File: config.mk
export PLATFORM = sky130hd
export DESIGN_NAME = col_drain_buffer
export DESIGN_NICKNAME = d
export VERILOG_FILES = /design/src/rtl/col_pkg.sv /design/src/rtl/col_bank.sv /design/src/rtl/col_drain_buffer.sv
export SDC_FILE = /design/constraint.sdc
export NUM_CORES = 1
export LEC_CHECK = 0
export CORE_UTILIZATION = 56
export DETAILED_ROUTE_END_ITERATION = 8
export PLACE_DENSITY = 0.8
export SETUP_SLACK_MARGIN = 0.1
export SKIP_LAST_GASP = 1
export SLEW_MARGIN = 20
export SYNTH_ARGS = -nofsm -noshare
export SYNTH_HDL_FRONTEND = slang
export SYNTH_SLANG_ARGS = --single-unit
export TNS_END_PERCENT = 10
File: constraint.sdc
create_clock -name clk -period 2.96 [get_ports clk]
set_clock_uncertainty 0.05 [all_clocks]
set_input_delay 0.592 -clock clk [delete_from_list [all_inputs] [get_ports clk]]
set_output_delay 0.592 -clock clk [all_outputs]
set_load 0.05 [all_outputs]
File: src/rtl/col_pkg.sv
// Shared sizing helpers and defaults for the column drain buffer.
// Imported by col_bank and col_drain_buffer.
package col_pkg;

  localparam int ROWS_DEF     = 8;
  localparam int OUTWIDTH_DEF = 32;

  function automatic int clog2_min1(input int n);
    return (n > 1) ? $clog2(n) : 1;
  endfunction

endpackage

File: src/rtl/col_bank.sv
// One tile bank: per-row data, capture mask and full flag.
// complete looks ahead at this cycle's captures and mask clear.
module col_bank
  import col_pkg::*;
#(
  parameter int ROWS     = ROWS_DEF,
  parameter int OUTWIDTH = OUTWIDTH_DEF
) (
  input  logic                     clk,
  input  logic                     rstn,
  input  logic [ROWS-1:0]          cap_en,
  input  logic [ROWS*OUTWIDTH-1:0] cap_data,
  input  logic                     clear_mask,
  input  logic                     set_full,
  input  logic                     rel,
  output logic                     full,
  output logic                     complete,
  output logic [ROWS-1:0]          mask,
  output logic [ROWS*OUTWIDTH-1:0] data
);

  logic [ROWS-1:0] next_mask;

  assign next_mask = (clear_mask ? '0 : mask) | cap_en;
  assign complete  = &next_mask;

  always_ff @(posedge clk or negedge rstn) begin
    if (!rstn) begin
      data <= '0;
      mask <= '0;
      full <= 1'b0;
    end else begin
      for (int i = 0; i < ROWS; i++) begin
        if (cap_en[i]) begin
          data[i*OUTWIDTH +: OUTWIDTH] <=
            cap_data[i*OUTWIDTH +: OUTWIDTH];
        end
      end
      mask <= set_full ? '0 : next_mask;
      if (set_full) begin
        full <= 1'b1;
      end else if (rel) begin
        full <= 1'b0;
      end
    end
  end

endmodule

File: src/rtl/col_drain_buffer.sv
// Multi-bank column drain buffer: captures per-row results into
// ping-pong banks and serialises completed tiles row 0 first.
module col_drain_buffer
  import col_pkg::*;
#(
  parameter int ROWS     = ROWS_DEF,
  parameter int OUTWIDTH = OUTWIDTH_DEF,
  parameter int BANKS    = 2
) (
  input  logic                     clk,
  input  logic                     rstn,
  input  logic                     fire,
  input  logic [ROWS*OUTWIDTH-1:0] in_res,
  input  logic [ROWS-1:0]          in_valids,
  output logic                     in_ready,
  input  logic                     res_read,
  output logic [OUTWIDTH-1:0]      out_r,
  output logic                     rvalid,
  output logic                     out_last,
  output logic                     ovf,
  output logic                     err
);

  localparam int BW = clog2_min1(BANKS);
  localparam int OW = clog2_min1(ROWS);
  localparam int NB = 1 << BW;
  localparam int NR = 1 << OW;

  logic [BW-1:0] wr_bank;
  logic [BW-1:0] rd_bank;
  logic [OW-1:0] ocnt;

  logic [NB-1:0]            full_v;
  logic [NB-1:0]            cmpl_v;
  logic [ROWS-1:0]          mask_v [NB];
  logic [ROWS*OUTWIDTH-1:0] data_v [NB];

  logic                     wr_full;
  logic                     wr_cmpl;
  logic                     rd_go;
  logic                     rd_last;
  logic                     ovf_n;
  logic [ROWS-1:0]          base_mask;
  logic [ROWS-1:0]          cap;
  logic [ROWS*OUTWIDTH-1:0] rd_data;
  logic [OUTWIDTH-1:0]      rows_v [NR];

  function automatic logic [BW-1:0] bump(
    input logic [BW-1:0] p
  );
    return (p == BW'(BANKS - 1)) ? '0 : p + 1'b1;
  endfunction

  // fire wipes the partial tile before this cycle's strobes land
  assign wr_full   = full_v[wr_bank];
  assign base_mask = fire ? '0 : mask_v[wr_bank];
  assign cap       = wr_full ? '0 : (in_valids & ~base_mask);
  assign wr_cmpl   = cmpl_v[wr_bank] & ~wr_full;
  assign ovf_n     = wr_full ? |in_valids
                             : |(in_valids & base_mask);

  assign rvalid   = full_v[rd_bank];
  assign rd_last  = (ocnt == OW'(ROWS - 1));
  assign rd_go    = rvalid & res_read;
  assign out_last = rvalid & rd_last;
  assign in_ready = ~wr_full;

  for (genvar b = 0; b < NB; b++) begin : g_bank
    if (b < BANKS) begin : g_real
      logic is_wr;
      logic is_rd;

      assign is_wr = (wr_bank == BW'(b));
      assign is_rd = (rd_bank == BW'(b));

      col_bank #(
        .ROWS     (ROWS),
        .OUTWIDTH (OUTWIDTH)
      ) u_bank (
        .clk        (clk),
        .rstn       (rstn),
        .cap_en     (is_wr ? cap : '0),
        .cap_data   (in_res),
        .clear_mask (is_wr & fire & ~wr_full),
        .set_full   (is_wr & wr_cmpl),
        .rel        (is_rd & rd_go & rd_last),
        .full       (full_v[b]),
        .complete   (cmpl_v[b]),
        .mask       (mask_v[b]),
        .data       (data_v[b])
      );
    end else begin : g_pad
      assign full_v[b] = 1'b0;
      assign cmpl_v[b] = 1'b0;
      assign mask_v[b] = '0;
      assign data_v[b] = '0;
    end
  end

  assign rd_data = data_v[rd_bank];

  for (genvar r = 0; r < NR; r++) begin : g_row
    if (r < ROWS) begin : g_real
      assign rows_v[r] = rd_data[r*OUTWIDTH +: OUTWIDTH];
    end else begin : g_pad
      assign rows_v[r] = '0;
    end
  end

  assign out_r = rows_v[ocnt];

  always_ff @(posedge clk or negedge rstn) begin
    if (!rstn) begin
      wr_bank <= '0;
      rd_bank <= '0;
      ocnt    <= '0;
      ovf     <= 1'b0;
      err     <= 1'b0;
    end else begin
      ovf <= ovf_n;
      err <= err | ovf_n;
      if (wr_cmpl) begin
        wr_bank <= bump(wr_bank);
      end
      if (rd_go) begin
        if (rd_last) begin
          ocnt    <= '0;
          rd_bank <= bump(rd_bank);
        end else begin
          ocnt <= ocnt + 1'b1;
        end
      end
    end
  end

endmodule

Word-level counts from Yosys, hierarchy flattened
Cells that the tools add are included.
Word-level totals
  bits in registers: 537
  input bits: 268
  logic and storage cells: 97
Cells by class
  $lt $le $gt $ge: 5
  eq/ne operators: 1
  muxes and demuxes: 31
  reduce and logical (&&, ||, !) cells: 7
  add/sub/neg operators: 3
  bitwise gates (word level): 25
Operators with widths (number)
  $mux W256: 3
  $bmux W32 S3: 1
  $mux W8: 11
  $mux W32: 2
  $and A8 B8 Y8: 2
  $or A8 B8 Y8: 2
  $reduce_and A8 Y1: 2
  $reduce_or A8 Y1: 2
  $and A1 B1 Y1: 13
  $mux W1: 13
  $not A8 Y8: 1
  $ge A2 B2 Y1 const B: 2
  $ge A4 B4 Y1 const B: 1
  $lt A1 B2 Y1 const B: 2
  $not A1 Y2: 2
  $not A3 Y4: 1
  $reduce_bool A2 Y1: 2
  $add A3 B1 Y3 const B: 1
  $eq A3 B3 Y1 const B: 1
  $mux W3: 1
  $not A1 Y1: 3
  $add A1 B1 Y1 const B: 2
  $reduce_and A2 Y1: 1
  $or A1 B1 Y1: 1

Depth between registers and ports, before layout
  word-level depth: 16
  depth in mapped cells: 8
  depth with buffers taken out: 5

Cells and area by module
Synthesis repeated with hierarchy kept, for this count alone.
Second synthesis, totals
  cells, all modules: 1450
  area, all modules: 24613.6 um2
Modules (own cells, without submodules)
  col_bank: cells each 581, times used 2, seq. area each 6631.4 um2, area each 10025.9 um2
  col_drain_buffer: cells each 288, times used 1, seq. area each 175.2 um2, area each 4561.9 um2

Least setup slack after synthesis
Ideal clock, no wire load.
  path type: flip-flop to output port
  start point: register rd_bank (netlist: g_bank[1].g_real.is_rd)
  end point: output out_r[24]
  path buffers: 2
  path slack: 266 ps
  data arrival time: 2052 ps
  data required time: 2318 ps
  cell stages (with the launch flop): 5
  cells stage by stage: dfrtp_1 -> buf_2 -> clkbuf_1 -> mux4_2 -> mux4_2
Between the ends
  word-level cells in the longest chain between the ends: 7
Ends and longest elaborated chain
  from (decl): RTL line col_drain_buffer.sv:30  | logic [BW-1:0] rd_bank;
  from (signal assigned): RTL line col_drain_buffer.sv:128  | rd_bank <= bump(rd_bank);
  $not A1 Y2 (implied by the code): RTL line col_drain_buffer.sv:100  | assign rd_data = data_v[rd_bank];
  $mux W256 (implied by the code) (3 in series): RTL line col_drain_buffer.sv:100
  $bmux W32 S3: RTL line col_drain_buffer.sv:110  | assign out_r = rows_v[ocnt];
  $mux W32 (implied by the code) (2 in series): RTL line col_drain_buffer.sv:110
  to (decl): RTL line col_drain_buffer.sv:17  | output logic [OUTWIDTH-1:0] out_r,
Every way passes these cells. The select of a mux whose other input is x is not followed.

Worst setup path in the final report
  start point: register rd_bank (netlist: g_bank[1].g_real.is_rd)
  end point: output out_r[5]
The elaborated chain is that of the path after synthesis.

==> flow_metrics.tcl <==
set metrics [dict create \
    status "finished with violations" \
    violations "setup timing" \
    viasPerCell 6.22 \
    path_clk_slew_ns 0.06 \
    synthesis.nets 1709 \
    grt-ovfl-total 0 \
    p_leak_nw 12.5 \
    fin_util 0.728 \
    crit_path_cell_trace "buf_12 > buf_12 > buf_16 > mux4_2 > mux4_2 > buf_6" \
    drtPass1Iterations 5 \
    timing.hold.ws_ns 0.427 \
    start_util 0.572 \
    cp-endpoint "out_r[5]" \
    drt-initial-drc-count 1218 \
    synthArstFlopShare 1.00 \
    syn_to_final_growth_pct 27.2 \
    clk-insertion-delay-late_ns 0.60 \
    rr_endpoint "g_bank[1].g_real.u_bank.mask[4]" \
    cp-end-kind "output port" \
    layout-drive-gt1-share 0.428 \
    synth_cell_types 43 \
    num_rows 75 \
    tightestPinTransition_ns 0.519 \
    vias 14976 \
    wirelength_mm 68.2 \
    grt.met2_usage 0.520 \
    cellPowerDensity_nw_per_um2 1220 \
    crit_start "g_bank[1].g_real.is_rd" \
    cap_violations 0 \
    whs_path_depth 1 \
    cts_buffers 55 \
    hold_viol 0 \
    crit_required_ns 2.32 \
    cts_sinks 537 \
    die_h_um 210 \
    grt_max_degree 86 \
    ios 305 \
    yosysWarnings 0 \
    grt_setup_unrepaired "true" \
    avgSynthCellArea_um2 16.8 \
    fin_setup_tns_ns -12.04 \
    final_common_cell "dfrtp_1" \
    ys_seq_area_frac 0.555 \
    start_kind "register" \
    slew-limit-headroom 0.654 \
    hpwl_mm 43.4 \
    maxSlewViolCount 0 \
    r2r_start "g_bank[1].g_real.is_wr" \
    dieArea_um2 44100 \
    top_usage_layer "met2" \
    synth_area_um2 24200 \
    irDropWorstVdd_v 0.00101 \
    grt_pass1_vias 16493 \
    setup_violations 33 \
    fmax_mhz 297 \
    cts_root_buf "clkbuf_16" \
    core-area_um2 42300 \
    synth_seq_cells 537 \
    fin_crit_ns 3.37 \
    die_x_um 210 \
    antenna_found_initial 15 \
    grt_pass1_wl_mm 104 \
    grt.total_usage 0.323 \
    cpPeakStageDelay_ns 0.53 \
    arrival_ns 2.73 \
    layout.nets 2049 \
    placed_cell_area_um2 28300 \
    worst-r2r-setup-slack_ns 0.73 \
    wire_per_inst_um 28.3 \
    critPathKind "reg2out" \
    globalplace.congestion 0.884 \
    fin_ws_ns -0.408 \
    use_met1 0.443 \
    finalCritPeriodShare 1.14 \
    portBuffers 304 \
    critPathSlowestCell "dfrtp_4" \
    design_area_um2 30800 \
    cts_tree "done" \
    final_cell_mix "533 x dfrtp_1, 395 x mux2_2, 270 x clkdlybuf4s50_1, 160 x mux4_2, 126 x mux2_1" \
    grt.met3_usage 0.0611 \
    htreeDepth 2 \
    min_path_type "reg2reg" \
    drc 0 \
    cp_max_fo 7 \
    worstRegToRegCells 6 \
    synth_cells 1439 \
    synth_edf_count 0 \
    yosys_most_used_dff "dfrtp_1" \
    ant_nets 0 \
    clk_path_buf_depth 3 \
]
-- layout make-up --
cell class	count	area, um2
well taps	577	722
diodes	10	25.0
fillers	2665	11500
flip-flops and latches	537	13500
repair buffers	383	4410
clock inverters	20	279
multi-input cells	796	10300
clock buffers	79	1600
inverters	6	22.5
-- registers in the layout (all words and copies together), names as in the netlist --
signal and cells:
g_bank.g_real.u_bank.mask 16, g_bank.g_real.is_wr 1, err 1, g_bank.g_real.u_bank.data 512, g_bank.g_real.u_bank.full 2, ocnt 3
g_bank.g_real.is_rd 1, ovf 1
-- worst min-delay path by stage --
stage / from / endpoint / slack (ns)
6_report: err / err / 0.43
4_1_cts: err / err / 0.43
3_3_place_gp: err / err / 0.41
3_5_place_dp: err / err / 0.42
5_1_grt: err / err / 0.44
2_1_floorplan: rstn / err / 0.25
-- synthesized netlist by cell type, drive strengths merged, types with 4 or more instances --
cell | instances | share of area
mux4 | 160 | 0.15
o21ai | 4 | 0.00083
inv | 6 | 0.00093
a21oi | 10 | 0.0033
a22oi | 19 | 0.0059
buf | 83 | 0.021
nand3 | 11 | 0.0023
nor2 | 15 | 0.0024
mux2 | 521 | 0.24
clkbuf | 17 | 0.0027
nand2 | 24 | 0.0037
a21o | 4 | 0.0012
dfrtp | 537 | 0.55
nor4 | 5 | 0.0025
-- report_power, final --
part	leakage [nW]	total, W	internal [W]	switching (W)
sequential	6.31	0.0134	0.0111	0.00227
combinational	5.29	0.0168	0.00905	0.00778
clock	0.935	0.00722	0.00433	0.00289
total	12.5	0.0375	0.0245	0.0129
-- worst max-delay path, delay by kind of cell (launching register included) --
family	cells	cell delay [ns]
multiplexers	2	0.99
buffers and inverters	4	0.59
flip-flops	1	0.53
-- kinds of logic (layout without fill, tap and decap cells) --
kind of cell	after synthesis	count (layout)	synth area share
buffers and inverters	106	488	0.0242
other	0	10	0
multiplexers	682	682	0.391
AND/OR/NAND/NOR	66	66	0.0139
AO/OA/AOI/OAI	46	46	0.0146
flip-flops	537	537	0.555
adder cells (fa/ha/maj)	2	2	0.00103
-- per-layer routing --
metal	part of all wire	vias to the layer above
met5	0.00098	-
met4	0.033	10
li1	-	6153
met2	0.49	612
met3	0.071	140
met1	0.40	8061
-- through the flow --
step	setup WS [ns]	instances	total power [W]
CTS	-0.435	2396	0.0374
global placement	0.189	2275	0.0285
finish	-0.408	2408	0.0375
global route	-0.455	2408	0.0391
detailed placement	0.165	2275	0.0291
floorplan	0.266	1439	0.0241
-- what timing repair did --
action,4_1_cts,5_1_grt
hold endpoints to repair,44,0
setup endpoints to repair,35,35
resized for setup,39,7
hold buffers,1,0
gates cloned,10,2
buffers inserted,11,0
Note: power is estimated with default switching activity, not from simulation.
